==> src/rtl/fx2_link_pkg.sv <==
// Shared types for the FX2 slave-FIFO write-port arbiter.
// Latency: n/a (types only).  Backpressure: n/a.
package fx2_link_pkg;

    typedef enum logic [2:0] {
        IDLE,
        TURN,
        REPLY,
        RPKTEND,
        DATA,
        DFLUSH
    } state_t;

    typedef enum logic [1:0] {
        TGT_NONE,
        TGT_REPLY,
        TGT_DATA,
        TGT_DFLUSH
    } target_t;

    localparam logic [1:0] EP_REPLY_DEFAULT = 2'd2;
    localparam logic [1:0] EP_DATA_DEFAULT  = 2'd0;

    function automatic state_t tgt_state(input target_t t);
        case (t)
            TGT_REPLY:  return REPLY;
            TGT_DATA:   return DATA;
            TGT_DFLUSH: return DFLUSH;
            default:    return IDLE;
        endcase
    endfunction

endpackage

==> src/rtl/pkt_flush_timer.sv <==
// Tracks bytes in the open data packet and idle time since the last data write.
// Latency: flush_due is registered state, valid the cycle after the idle limit is reached.
// Backpressure: none; counts every cycle, cleared by data writes or a forced commit.
module pkt_flush_timer #(
    parameter int unsigned PKT_SIZE     = 512,
    parameter int unsigned FLUSH_CYCLES = 64
) (
    input  logic clk,
    input  logic reset_n,
    input  logic data_wr,
    input  logic flush_clr,
    output logic flush_due
);

    localparam int CW = $clog2(PKT_SIZE);
    localparam int FW = $clog2(FLUSH_CYCLES + 1);
    localparam logic [CW-1:0] CNT_LAST   = CW'(PKT_SIZE - 1);
    localparam logic [FW-1:0] FLUSH_LAST = FW'(FLUSH_CYCLES - 1);

    logic [CW-1:0] data_cnt;
    logic [FW-1:0] flush_cnt;

    // The FX2 commits full packets itself, so the byte count simply wraps.
    always_ff @(posedge clk or negedge reset_n) begin
        if (!reset_n) begin
            data_cnt <= '0;
        end else if (flush_clr) begin
            data_cnt <= '0;
        end else if (data_wr) begin
            data_cnt <= (data_cnt == CNT_LAST) ? '0 : data_cnt + 1'b1;
        end
    end

    always_ff @(posedge clk or negedge reset_n) begin
        if (!reset_n) begin
            flush_cnt <= '0;
        end else if (data_wr || data_cnt == '0) begin
            flush_cnt <= '0;
        end else if (flush_cnt != FLUSH_LAST) begin
            flush_cnt <= flush_cnt + 1'b1;
        end
    end

    assign flush_due = (flush_cnt == FLUSH_LAST) && (data_cnt != '0);

endmodule

==> src/rtl/fx2_link_arbiter.sv <==
// Muxes reply (strict priority, PKTEND-committed) and data bytes onto the FX2 write port.
// Latency: strobes combinational from state; endpoint switch costs one decision plus TURN_CYCLES dead cycles.
// Backpressure: fifo_full stalls writes/commits in place; sources hold rdy until ack.
module fx2_link_arbiter
    import fx2_link_pkg::*;
#(
    parameter logic [1:0]  REPLY_EP     = EP_REPLY_DEFAULT,
    parameter logic [1:0]  DATA_EP      = EP_DATA_DEFAULT,
    parameter int unsigned TURN_CYCLES  = 2,
    parameter int unsigned PKT_SIZE     = 512,
    parameter int unsigned FLUSH_CYCLES = 64
) (
    input  logic       clk,
    input  logic       reset_n,
    input  logic       reply_rdy,
    input  logic [7:0] reply,
    input  logic       reply_end,
    output logic       reply_ack,
    input  logic       data_rdy,
    input  logic [7:0] data,
    output logic       data_ack,
    input  logic       fifo_full,
    output logic [1:0] fifo_adr,
    output logic [7:0] fifo_data,
    output logic       fifo_wr,
    output logic       fifo_pktend
);

    state_t     state_q, state_d;
    target_t    pend_q, pend_d;
    logic [1:0] adr_q, adr_d;
    logic [7:0] turn_q, turn_d;
    logic       flush_due;
    logic       flush_clr;
    target_t    tgt;
    logic [1:0] tgt_ep;

    pkt_flush_timer #(
        .PKT_SIZE     (PKT_SIZE),
        .FLUSH_CYCLES (FLUSH_CYCLES)
    ) u_flush_timer (
        .clk       (clk),
        .reset_n   (reset_n),
        .data_wr   (data_ack),
        .flush_clr (flush_clr),
        .flush_due (flush_due)
    );

    always_ff @(posedge clk or negedge reset_n) begin
        if (!reset_n) begin
            state_q <= IDLE;
            pend_q  <= TGT_NONE;
            adr_q   <= DATA_EP;
            turn_q  <= '0;
        end else begin
            state_q <= state_d;
            pend_q  <= pend_d;
            adr_q   <= adr_d;
            turn_q  <= turn_d;
        end
    end

    always_comb begin
        state_d     = state_q;
        pend_d      = pend_q;
        adr_d       = adr_q;
        turn_d      = turn_q;
        tgt         = TGT_NONE;
        tgt_ep      = adr_q;
        reply_ack   = 1'b0;
        data_ack    = 1'b0;
        fifo_wr     = 1'b0;
        fifo_pktend = 1'b0;
        fifo_data   = '0;
        flush_clr   = 1'b0;

        case (state_q)
            IDLE: begin
                if (reply_rdy) begin
                    tgt    = TGT_REPLY;
                    tgt_ep = REPLY_EP;
                end else if (data_rdy) begin
                    tgt    = TGT_DATA;
                    tgt_ep = DATA_EP;
                end else if (flush_due) begin
                    tgt    = TGT_DFLUSH;
                    tgt_ep = DATA_EP;
                end
                // FULL reflects the old endpoint until the FX2 settles on the new address.
                if (tgt != TGT_NONE) begin
                    if (tgt_ep == adr_q) begin
                        state_d = tgt_state(tgt);
                    end else begin
                        adr_d   = tgt_ep;
                        turn_d  = 8'(TURN_CYCLES);
                        pend_d  = tgt;
                        state_d = TURN;
                    end
                end
            end
            TURN: begin
                if (turn_q != '0) begin
                    turn_d = turn_q - 8'd1;
                end
                if (turn_q <= 8'd1) begin
                    state_d = tgt_state(pend_q);
                    pend_d  = TGT_NONE;
                end
            end
            REPLY: begin
                if (reply_rdy && !fifo_full) begin
                    reply_ack = 1'b1;
                    fifo_wr   = 1'b1;
                    fifo_data = reply;
                    if (reply_end) begin
                        state_d = RPKTEND;
                    end
                end
            end
            RPKTEND: begin
                if (!fifo_full) begin
                    fifo_pktend = 1'b1;
                    state_d     = IDLE;
                end
            end
            DATA: begin
                // A waiting reply takes the port at the next byte boundary.
                if (reply_rdy || !data_rdy) begin
                    state_d = IDLE;
                end else if (!fifo_full) begin
                    data_ack  = 1'b1;
                    fifo_wr   = 1'b1;
                    fifo_data = data;
                end
            end
            DFLUSH: begin
                if (!fifo_full) begin
                    fifo_pktend = 1'b1;
                    flush_clr   = 1'b1;
                    state_d     = IDLE;
                end
            end
            default: state_d = IDLE;
        endcase
    end

    assign fifo_adr = adr_q;

endmodule

==> config.mk <==
export PLATFORM = sky130hd
export DESIGN_NAME = fx2_link_arbiter
export DESIGN_NICKNAME = d
export VERILOG_FILES = /design/src/rtl/fx2_link_pkg.sv /design/src/rtl/pkt_flush_timer.sv /design/src/rtl/fx2_link_arbiter.sv
export SDC_FILE = /design/constraint.sdc
export NUM_CORES = 1
export LEC_CHECK = 0
export CORE_UTILIZATION = 53
export DETAILED_ROUTE_END_ITERATION = 6
export GPL_TIMING_DRIVEN = 1
export MAX_ROUTING_LAYER = met4
export PLACE_DENSITY_LB_ADDON = 0.05
export SETUP_SLACK_MARGIN = 0.05
export SLEW_MARGIN = 20
export SYNTH_ARGS = -nofsm -noshare
export SYNTH_HDL_FRONTEND = slang
export SYNTH_HIERARCHICAL = 1
export SYNTH_SLANG_ARGS = --single-unit
==> constraint.sdc <==
create_clock -name clk -period 2.99 [get_ports clk]
set_input_delay 0.4485 -clock clk [delete_from_list [all_inputs] [get_ports clk]]
set_output_delay 0.4485 -clock clk [all_outputs]
set_load 0.01 [all_outputs]
### Yosys cells after proc, flatten, opt, wreduce, memory -nomap -nowiden

Cells that the tools add are included.

| cells by class | value |
|---|---|
| add/sub/neg operators | 3 |
| order comparisons | 1 |
| eq/ne operators | 23 |
| multiplexer cells | 43 |
| bitwise logic cells | 1 |
| reduce and logical (&&, ||, !) cells | 19 |

Operator list:

| kind | count |
|---|---|
| 2-to-1 mux 8 bit | 6 |
| one-hot mux 8 bit (2 select lines) | 2 |
| 2-to-1 mux 9 bit | 3 |
| 2-to-1 mux 2 bit | 11 |
| 2-to-1 mux 3 bit | 7 |
| one-hot mux 3 bit (3 select lines) | 2 |
| != test 2 bit (second input constant) | 8 |
| one-hot mux 3 bit (5 select lines) | 1 |
| 2-to-1 mux 7 bit | 2 |
| adder 9 x 1 -> 9 bit (second input constant) | 1 |
| equality test 9 bit (second input constant) | 1 |
| logical NOT 9 bit | 1 |
| nonzero test 9 bit | 1 |
| equality test 2 bit (second input constant) | 4 |
| less-or-equal comparator 8 x 1 -> 1 bit (second input constant) | 1 |
| AND reduction 4 bit | 2 |
| nonzero test 2 bit | 4 |
| nonzero test 8 bit | 1 |
| subtractor 8 x 1 -> 8 bit (second input constant) | 1 |
| adder 7 x 1 -> 7 bit (second input constant) | 1 |
| equality test 7 x 6 -> 1 bit (second input constant) | 1 |
| 2-to-1 mux 1 bit | 7 |
| != test 7 x 6 -> 1 bit (second input constant) | 1 |
| equality test 3 x 2 -> 1 bit (second input constant) | 2 |
| other kinds (14) | 19 |

| storage, ports and cells | value |
|---|---|
| flip-flop bits (word level) | 31 |
| input bits | 22 |
| output and inout port bits | 14 |
| logic and storage cells | 96 |

### Longest topological paths before layout

Gate-level depths: netlist (run 1).

| depth | value |
|---|---|
| word-level depth | 11 |
| gate-level depth with buffers | 10 |
| mapped depth without buffers | 8 |

### Cells and area by module

The synthesis (run 1) kept the hierarchy.

Modules (own cells, without submodules):

| module | times used | cells each | area an instance (sq um) | sequential area each (sq um) |
|---|---|---|---|---|
| fx2_link_arbiter | 1 | 124 | 1156.1 | 375.4 |
| pkt_flush_timer | 1 | 101 | 913.4 | 400.4 |

### Worst setup path after synthesis (run 1)

Ideal clock, no wire load.

| timing path | value |
|---|---|
| path kind | input -> register |
| start point | input port reply_rdy |
| end point | register u_flush_timer.data_cnt[4] |
| library setup time | 0.078 ns |
| data arrival time | 2.557 ns |
| data required time | 2.912 ns |
| setup slack | 0.356 ns |
| stages on the path | 7 |
| path buffers | 2 |
| cell sequence | clkbuf_1 > or4b_1 > nor3_2 > buf_2 > nand2b_1 > or4b_1 > a21oi_1 |

| between the ends | value |
|---|---|
| longest elaborated chain between the ends | 4 |

RTL lines:

| element | RTL line | text |
|---|---|---|
| from (decl) | fx2_link_arbiter.sv:15 | `input logic reply_rdy,` |
| logical OR 1 bit | fx2_link_arbiter.sv:128 | `if (reply_rdy \|\| !data_rdy) begin` |
| 2-to-1 mux 1 bit | fx2_link_arbiter.sv:128 |  |
| 2-to-1 mux 1 bit | fx2_link_arbiter.sv:77 | `case (state_q)` |
| named net data_ack | fx2_link_arbiter.sv:21 | `output logic data_ack,` |
| nonzero test 2 bit (no source line) | -- |  |
| to (signal assigned) | pkt_flush_timer.sv:30 | `data_cnt <= (data_cnt == CNT_LAST) ? '0 : data_cnt + 1'b1;` |
| to (decl) | pkt_flush_timer.sv:20 | `logic [CW-1:0] data_cnt;` |

The timed path passes the listed nets, and every way through them passes these cells.
A chain may end at the register's enable or synchronous reset.

### Final worst setup path (run 1)

| timing path | value |
|---|---|
| start point | input port reply_rdy |
| end point | output port fifo_data[5] |

| between the ends | value |
|---|---|
| longest elaborated chain between the ends | 3 |
| elaborated cells between the ends (all ways) | 5 |
| those cells by class | 3 x mux; 2 x reduce/logical |

RTL lines:

| element | RTL line | text |
|---|---|---|
| logical OR 1 bit / logical AND 1 bit (equally long branches) | fx2_link_arbiter.sv:128, fx2_link_arbiter.sv:111 |  |
| 2-to-1 mux 8 bit, on equally long branches | fx2_link_arbiter.sv:128, fx2_link_arbiter.sv:111 |  |
| one-hot mux 8 bit (2 select lines) * | fx2_link_arbiter.sv:77 |  |
| to (decl) | fx2_link_arbiter.sv:24 | `output logic [7:0] fifo_data,` |

Mark *: on every way between the ends. The rest lies on a longest branch, timed or not.

==> results of run 1 <==
==> power by group through the flow <==
stage,combinational [uW],clock [uW],sequential (uW)
finish,48.7,367,421
CTS,49.7,380,421
global route,52.8,400,420
global placement,49.4,0,429
detailed placement,49.3,0,429
floorplan,5.37,0,429
==> per-stage QoR <==
step	hold WS, ns	cell area, sq um
2_1_floorplan	0.153	2070
3_3_place_gp	0.500	2490
3_5_place_dp	0.507	2490
4_1_cts	0.534	2600
5_1_grt	0.561	2600
6_report	0.532	2600
==> cell usage in the layout (no fill, tap or decap), types with 3 or more instances in the layout <==
master	count
clkdlybuf4s50_1	35
dfrtp_1	31
nor2_1	21
a21oi_1	15
nand2_1	10
a22o_1	9
nor3_1	9
o21ai_0	9
buf_4	9
inv_1	8
nor3b_1	7
nand3_1	7
clkbuf_8	7
ha_1	6
nand3b_1	5
nor2b_1	5
or4_1	5
a31oi_1	5
xnor2_1	4
mux2i_1	4
nor4_1	3
or3_1	3
nand4_1	3
==> Yosys cell counts (all sizes together) (2+ instances only) <==
cell type   n  share of area (%)
a2111oi     2                1.2
a211oi      2               0.73
a21o        2               0.73
a21oi      15                3.6
a22o        9                3.8
a31oi       5                1.5
buf         8                1.8
clkbuf      4               0.73
dfrtp      31                 37
ha          6                3.6
inv         8                1.5
mux2        2                1.5
mux2i       4                1.9
nand2      10                1.8
nand2b      2               0.60
nand3       7                1.7
nand3b      5                1.8
nand4       5                2.1
nor2       21                3.8
nor2b       5                1.5
nor3       10                2.7
nor3b       7                2.5
nor4        4                1.5
nor4b       2               0.85
o211ai      2               0.73
o21ai       9                2.2
o311ai      2               0.85
o31ai       3                1.8
or2         2               0.60
or3         4                1.3
or3b        2               0.85
or4         6                2.4
or4b        2               0.97
xnor2       4                1.7
==> worst paths after layout <==
path | to | slack (ns) | depth (start not counted)
min in group asynchronous | u_flush_timer/data_cnt[3]$_DFFE_PN0P_ | 0.56 | 2
worst min register to register | u_flush_timer/flush_cnt[6]$_DFFE_PN0P_ | 0.53 | 1
max in group asynchronous | state_q[1]$_DFFE_PN0P_ | 2.14 | 2
worst max register to register | state_q[0]$_DFFE_PN0P_ | 0.33 | 8
worst max-delay path | fifo_data[5] | 0.15 | 6
worst min-delay path | u_flush_timer/flush_cnt[6]$_DFFE_PN0P_ | 0.53 | 1
==> registers in the layout, indices dropped and copies added, names as in the netlist <==
signal / cells
u_flush_timer/data_cnt: 9
fifo_adr: 2
pend_q: 2
turn_q: 8
u_flush_timer/flush_cnt: 7
state_q: 3
==> logic make-up (layout without fill, tap and decap cells) <==
kind of cell	after synthesis	in the layout	synth area share [%]
fa+ha+maj	6	6	3.63
buf+inv	20	60	3.99
simple gates	97	97	28.3
compound gates	60	60	21.1
flops	31	31	37.5
mux	6	6	3.39
xor+xnor	5	5	2.12
==> routing by layer <==
metal	vias to the layer above	global-route usage, %
li1	931	-
met5	-	-
met3	6	5.81
met1	868	32.4
met4	0	11.7
met2	65	44.3
==> layout make-up <==
type                    instances  area (sq um)
clock buffers                   7          96.3
flip-flops and latches         31           776
multi-input cells             174          1210
well taps                      48          60.1
repair buffers                 44           418
inverters                       8          30.0
clock inverters                 1          7.51
fillers                       309          1120
==> worst reg2reg max path: stages (launching register included) <==
cell      delay (ns)
dfrtp_1         0.43
ha_1            0.28
and4_1          0.33
nand2_1         0.10
a21oi_1         0.40
or3b_2          0.50
a221oi_1        0.36
nor2_1          0.07
mux2i_1         0.12
==> metrics.txt, run 1 <==
# TYPE chip_impl_metric gauge
chip_impl_info{name="status",value="completed"} 1
chip_impl_metric{name="start_util",unit="%"} 55.7
chip_impl_metric{name="antenna_left",unit=""} 0
chip_impl_info{name="critical_path.most_common_cell",value="clkdlybuf4s50_1"} 1
chip_impl_metric{name="grt-ovfl-total",unit=""} 0
chip_impl_metric{name="number_of_buffers_inserted_to_repair_setup_after_cts",unit=""} 0
chip_impl_metric{name="globalplace.congestion",unit=""} 0.839
chip_impl_metric{name="first_iteration_detailed_routing_drc_count",unit=""} 112
chip_impl_metric{name="synth_enable_flop_cells",unit=""} 0
chip_impl_info{name="tritoncts",value="built"} 1
chip_impl_metric{name="timing.critical_path.buf_inv",unit=""} 3
chip_impl_metric{name="postSynth.asyncResetShare",unit="%"} 100
chip_impl_info{name="min-delay-path-class",value="reg2reg"} 1
chip_impl_info{name="rr_startpoint",value="u_flush_timer/flush_cnt[0]$_DFFE_PN0P_"} 1
chip_impl_metric{name="power.share.switching",unit="%"} 21.3
chip_impl_metric{name="core_area",unit="sq um"} 3720
chip_impl_metric{name="final-hold-violation-count",unit=""} 0
chip_impl_metric{name="totalPowerFinal",unit="uW"} 836
chip_impl_metric{name="ctsHoldBuffers",unit=""} 0
chip_impl_metric{name="power_frac_comb",unit="%"} 5.8
chip_impl_info{name="cpMaxStageDelayCell",value="clkdlybuf4s50_1"} 1
chip_impl_metric{name="number_of_instances_in_the_placed_design",unit=""} 305
chip_impl_metric{name="clk-insertion-delay-late",unit="ns"} 0.29
chip_impl_metric{name="vias",unit=""} 1870
chip_impl_metric{name="slew_headroom",unit="%"} 44.1
chip_impl_metric{name="antenna_cells_inserted",unit=""} 0
chip_impl_metric{name="stdcell_count",unit=""} 313
chip_impl_metric{name="ys_seq_area_share",unit="%"} 37.5
chip_impl_metric{name="final_min_period_over_clock_period",unit="%"} 95.1
chip_impl_metric{name="drv_cap",unit=""} 0
chip_impl_metric{name="mappedNetlistNets",unit=""} 253
chip_impl_metric{name="synth_area",unit="sq um"} 2070
chip_impl_info{name="critPathLaunch",value="reply_rdy"} 1
chip_impl_metric{name="finalCoreUtilization",unit="%"} 69.9
chip_impl_metric{name="cts.clk_slew.worst_paths",unit="ns"} 0.07
chip_impl_metric{name="wl_met2",unit="mm"} 2.37
chip_impl_metric{name="cp.arrival",unit="ns"} 2.40
chip_impl_metric{name="core.rowCount",unit=""} 22
chip_impl_metric{name="power.sequential.fraction",unit="%"} 50.3
chip_impl_metric{name="power.density_cell_area",unit="nW/um^2"} 322
chip_impl_metric{name="nets",unit=""} 292
chip_impl_metric{name="required",unit="ns"} 2.54
chip_impl_metric{name="die_height",unit="um"} 64.5
chip_impl_metric{name="detailroute.wirelength.met3",unit="um"} 263
chip_impl_metric{name="power_report.internal_total",unit="uW"} 658
chip_impl_metric{name="io_pins",unit=""} 36
chip_impl_metric{name="port_buffers",unit=""} 35
chip_impl_info{name="main_synth_ff_type",value="dfrtp_1"} 1
chip_impl_metric{name="worst_slew_pin_slew",unit="ns"} 0.831
chip_impl_metric{name="wl_per_cell",unit="um"} 15.6
chip_impl_info{name="worst_setup_path_end_kind",value="primary output"} 1
chip_impl_metric{name="routed_wirelength",unit="mm"} 4.87
chip_impl_info{name="worstHoldStart",value="u_flush_timer/flush_cnt[5]$_DFFE_PN0P_"} 1
chip_impl_metric{name="final.setup.tns",unit="ns"} 0
chip_impl_metric{name="pin_count_of_the_biggest_net_entering_global_routing",unit=""} 32
chip_impl_metric{name="netSwitchingPower",unit="uW"} 178
chip_impl_metric{name="tmin_final",unit="ns"} 2.84
chip_impl_metric{name="dpl_worst_slack",unit="ns"} 0.153
chip_impl_metric{name="avgSynthCellArea",unit="sq um"} 9.20
chip_impl_info{name="criticalPathCategory",value="in2out"} 1
chip_impl_metric{name="cts.path.max_buffers",unit=""} 2
chip_impl_metric{name="postSynthCellCount",unit=""} 225
chip_impl_metric{name="routedLengthMet1",unit="mm"} 2.18
chip_impl_metric{name="post_route_cells_drive_above_1_share",unit="%"} 11.3
chip_impl_metric{name="drt_pass1_iterations",unit=""} 4
chip_impl_metric{name="synth_cell_type_count",unit=""} 57
chip_impl_metric{name="worst_supply_voltage_drop_on_vdd",unit="mV"} 0.328
chip_impl_metric{name="fin_worst_skew",unit="ns"} 0.0104
chip_impl_metric{name="area_growth",unit="%"} 25.6
chip_impl_info{name="clk_root_buffer_cell",value="clkbuf_8"} 1
chip_impl_metric{name="setup_slack",unit="ns"} 0.146
chip_impl_metric{name="final-setup-viol-count",unit=""} 0
chip_impl_info{name="grt_setup_unrepaired",value="no"} 1
chip_impl_metric{name="grt_pass1_vias",unit=""} 1789
chip_impl_metric{name="dp_hpwl",unit="mm"} 3.40
chip_impl_metric{name="pwr-share-clk",unit="%"} 43.8
chip_impl_metric{name="detail_route.drc_violations",unit=""} 0
chip_impl_info{name="critical-path-top-delay-family",value="buffers and inverters"} 1
chip_impl_metric{name="finalMaxSlewViolations",unit=""} 0
chip_impl_metric{name="cts.sinks",unit=""} 31
chip_impl_metric{name="p_leak",unit="uW"} 0.00102
chip_impl_metric{name="timing.critical_path.slowest_cell_delay",unit="ns"} 0.54
chip_impl_metric{name="critical_path_peak_fanout",unit=""} 11
chip_impl_metric{name="synth_warnings",unit=""} 6
chip_impl_metric{name="die-width",unit="um"} 64.5
chip_impl_metric{name="die_area",unit="sq um"} 4160
chip_impl_metric{name="grt_first_pass_wirelength",unit="mm"} 8.45
chip_impl_metric{name="max_freq",unit="GHz"} 0.352
chip_impl_metric{name="synth.ff_latch_count",unit=""} 31
chip_impl_info{name="worst_setup_path_start_kind",value="input port"} 1
chip_impl_info{name="topRoutingLayerUsed",value="met4"} 1
chip_impl_metric{name="grt.total_usage",unit="%"} 27.1
chip_impl_metric{name="number_of_buffers_created_by_cts",unit=""} 5
chip_impl_metric{name="avg_vias_per_cell",unit=""} 5.97
chip_impl_metric{name="postcts_resize_cnt",unit=""} 0
chip_impl_info{name="timing.critical_path.cells",value="clkdlybuf4s50_1 -> or4b_1 -> nor3_2 -> buf_4 -> a22o_1 -> clkdlybuf4s50_1"} 1
chip_impl_metric{name="htree_num_levels",unit=""} 2
chip_impl_metric{name="antenna_found_initial",unit=""} 0
Power figures use the tool's default switching activity.
==> inputs of run 2 (changes only) <==
- REMOVE_ABC_BUFFERS: unset -> 1
==> run 2 against run 1 <==
Effect of this change: sequential power about the same; clock skew down 0.0074 ns; final cell count unchanged; worst hold slack worse by 0.010 ns; via count up 0.59%; critical endpoint is now fifo_data[0].
==> metrics.txt, run 2 (synthesis results as in run 1) <==
# TYPE chip_impl_metric gauge
chip_impl_info{name="status",value="completed"} 1
chip_impl_metric{name="routed_wirelength",unit="mm"} 4.76
chip_impl_metric{name="p_leak",unit="uW"} 0.00102
chip_impl_info{name="topRoutingLayerUsed",value="met4"} 1
chip_impl_metric{name="power.share.switching",unit="%"} 21.1
chip_impl_metric{name="finalMaxSlewViolations",unit=""} 0
chip_impl_metric{name="htree_num_levels",unit=""} 2
chip_impl_metric{name="drv_cap",unit=""} 0
chip_impl_metric{name="final-hold-violation-count",unit=""} 0
chip_impl_metric{name="power.density_cell_area",unit="nW/um^2"} 321
chip_impl_metric{name="cp.arrival",unit="ns"} 2.36
chip_impl_metric{name="grt-ovfl-total",unit=""} 0
chip_impl_metric{name="post_route_cells_drive_above_1_share",unit="%"} 10.9
chip_impl_metric{name="antenna_found_initial",unit=""} 0
chip_impl_info{name="min-delay-path-class",value="reg2reg"} 1
chip_impl_metric{name="core_area",unit="sq um"} 3720
chip_impl_metric{name="nets",unit=""} 292
chip_impl_metric{name="timing.hold.ws",unit="ns"} 0.522
chip_impl_metric{name="final-setup-viol-count",unit=""} 0
chip_impl_metric{name="pwr-share-clk",unit="%"} 43.7
chip_impl_metric{name="stdcell_count",unit=""} 313
chip_impl_metric{name="grt_pass1_vias",unit=""} 1744
chip_impl_metric{name="ctsHoldBuffers",unit=""} 0
chip_impl_metric{name="cts.sinks",unit=""} 31
chip_impl_info{name="critPathLaunch",value="reply_rdy"} 1
chip_impl_metric{name="required",unit="ns"} 2.54
chip_impl_metric{name="tmin_final",unit="ns"} 2.81
chip_impl_info{name="rr_startpoint",value="u_flush_timer/flush_cnt[0]$_DFFE_PN0P_"} 1
chip_impl_metric{name="antenna_left",unit=""} 0
chip_impl_metric{name="power_report.internal_total",unit="uW"} 659
chip_impl_info{name="grt_setup_unrepaired",value="no"} 1
chip_impl_metric{name="r2r.worst_path.cells",unit=""} 8
chip_impl_metric{name="port_buffers",unit=""} 35
chip_impl_metric{name="grt_first_pass_wirelength",unit="mm"} 7.92
chip_impl_metric{name="drt_pass1_iterations",unit=""} 4
chip_impl_metric{name="fin_worst_skew",unit="ns"} 0.00301
chip_impl_metric{name="core.rowCount",unit=""} 22
chip_impl_metric{name="number_of_instances_in_the_placed_design",unit=""} 305
chip_impl_metric{name="antenna_cells_inserted",unit=""} 0
chip_impl_metric{name="grt.total_usage",unit="%"} 25.6
chip_impl_metric{name="detailroute.wirelength.met3",unit="um"} 309
chip_impl_info{name="registers.top_by_ff_count",value="u_flush_timer/data_cnt"} 1
chip_impl_metric{name="power_frac_comb",unit="%"} 5.8
chip_impl_metric{name="dp_hpwl",unit="mm"} 3.37
chip_impl_metric{name="max_freq",unit="GHz"} 0.356
chip_impl_metric{name="die-width",unit="um"} 64.5
chip_impl_info{name="tritoncts",value="built"} 1
chip_impl_metric{name="worst_slew_pin_slew",unit="ns"} 0.869
chip_impl_metric{name="wl_met2",unit="mm"} 2.26
chip_impl_metric{name="final.fill_count",unit=""} 293
chip_impl_info{name="criticalPathCategory",value="in2out"} 1
chip_impl_info{name="worst_setup_path_end_kind",value="primary output"} 1
chip_impl_metric{name="final_min_period_over_clock_period",unit="%"} 93.8
chip_impl_metric{name="setup.reg_to_reg.worst_slack",unit="ns"} 0.39
chip_impl_metric{name="io_pins",unit=""} 36
chip_impl_info{name="clk_root_buffer_cell",value="clkbuf_8"} 1
chip_impl_metric{name="globalplace.congestion",unit=""} 0.850
chip_impl_metric{name="die_area",unit="sq um"} 4160
chip_impl_metric{name="routedLengthMet1",unit="mm"} 2.10
chip_impl_info{name="largestRegisters",value="u_flush_timer/data_cnt: 9 flops, turn_q: 8 flops, u_flush_timer/flush_cnt: 7 flops"} 1
chip_impl_info{name="crit_end",value="fifo_data[0]"} 1
chip_impl_metric{name="worst_supply_voltage_drop_on_vdd",unit="mV"} 0.254
chip_impl_metric{name="avg_vias_per_cell",unit=""} 6.01
chip_impl_metric{name="detail_route.drc_violations",unit=""} 0
chip_impl_metric{name="final.setup.tns",unit="ns"} 0
chip_impl_metric{name="start_util",unit="%"} 55.7
chip_impl_metric{name="vias",unit=""} 1881
chip_impl_info{name="mostFrequentLayoutCells",value="35 x clkdlybuf4s50_1, 31 x dfrtp_1, 21 x nor2_1"} 1
chip_impl_metric{name="number_of_buffers_inserted_to_repair_setup_after_cts",unit=""} 0
chip_impl_metric{name="die_height",unit="um"} 64.5
chip_impl_metric{name="power.sequential.fraction",unit="%"} 50.4
chip_impl_metric{name="finalCoreUtilization",unit="%"} 69.9
chip_impl_info{name="worst_setup_path_start_kind",value="input port"} 1
chip_impl_metric{name="cts.clk_slew.worst_paths",unit="ns"} 0.06
chip_impl_metric{name="slew_headroom",unit="%"} 41.5
chip_impl_metric{name="netSwitchingPower",unit="uW"} 176
chip_impl_metric{name="area_growth",unit="%"} 25.6
chip_impl_metric{name="largest_register_ffs",unit=""} 9
chip_impl_metric{name="pin_count_of_the_biggest_net_entering_global_routing",unit=""} 32
chip_impl_metric{name="number_of_buffers_created_by_cts",unit=""} 5
chip_impl_metric{name="critical_path_peak_fanout",unit=""} 11
chip_impl_metric{name="wl_per_cell",unit="um"} 15.2
chip_impl_info{name="rr_endpoint",value="state_q[0]$_DFFE_PN0P_"} 1
chip_impl_info{name="mostFrequentLayoutCell",value="clkdlybuf4s50_1"} 1
chip_impl_metric{name="first_iteration_detailed_routing_drc_count",unit=""} 113
chip_impl_metric{name="cts.path.max_buffers",unit=""} 2
chip_impl_metric{name="clk-insertion-delay-late",unit="ns"} 0.28
-- run 2: cell types whose count changed in the layout (fill, tap and decap cells not counted) --
cell | previous run | this run
clkbuf_1 | 0 | 1
buf_6 | 0 | 1
buf_4 | 9 | 8
clkinvlp_4 | 1 | 0
-- run 2: what timing repair did --
item,in CTS,in global routing
endpoints found under the hold margin,0,0
gates resized for setup,0,1
setup endpoints to repair,0,1
-- run 2: layout make-up --
type,count,area [sq um],area share [%]
Timing Repair Buffer,44,422,16.2
Multi-Input combinational cell,174,1210,46.6
Clock buffer,8,100,3.85
Sequential cell,31,776,29.9
Tap cell,48,60.1,2.31
Inverter,8,30.0,1.16
-- run 2: worst min-delay path by stage --
stage	from	endpoint	slack [ns]	cells after the start
after global placement	u_flush_timer/flush_cnt[5]$_DFFE_PN0P_	u_flush_timer/flush_cnt[6]$_DFFE_PN0P_	0.50	1
after detailed placement	u_flush_timer/flush_cnt[6]$_DFFE_PN0P_	u_flush_timer/flush_cnt[6]$_DFFE_PN0P_	0.51	2
after CTS	u_flush_timer/flush_cnt[6]$_DFFE_PN0P_	u_flush_timer/flush_cnt[6]$_DFFE_PN0P_	0.52	2
final	u_flush_timer/flush_cnt[5]$_DFFE_PN0P_	u_flush_timer/flush_cnt[6]$_DFFE_PN0P_	0.52	1
after floorplan	reset_n	fifo_adr[0]$_DFFE_PN0P_	0.15	0
after global routing	u_flush_timer/flush_cnt[5]$_DFFE_PN0P_	u_flush_timer/flush_cnt[6]$_DFFE_PN0P_	0.55	1
-- run 2: layer usage --
layer / global-route usage [%] / vias to the layer above
met4: 10.8 / 0
met5: - / -
met2: 41.4 / 59
met1: 30.0 / 886
li1: - / 928
met3: 7.04 / 8
-- run 2: per-stage QoR --
step / total power, uW / cell area [sq um] / setup WS (ns)
2_1_floorplan: 432 / 2020 / 0.406
5_1_grt: 861 / 2600 / 0.0685
3_5_place_dp: 478 / 2490 / 0.157
4_1_cts: 843 / 2590 / 0.154
6_report: 835 / 2600 / 0.184
3_3_place_gp: 479 / 2490 / 0.209
-- run 2: power by group through the flow --
| stage | clock [uW] | sequential [uW] | combinational, uW |
|---|---|---|---|
| CTS | 372 | 421 | 49.8 |
| finish | 365 | 421 | 48.8 |
| global placement | 0 | 429 | 50.0 |
| global route | 387 | 421 | 53.2 |
| floorplan | 0 | 429 | 3.92 |
| detailed placement | 0 | 429 | 49.5 |
-- run 2: critical path, cell delays in order --
cell             delay [ns]
clkdlybuf4s50_1        0.41
or4b_1                 0.54
nor3_2                 0.14
buf_6                  0.16
a22o_1                 0.13
clkdlybuf4s50_1        0.52
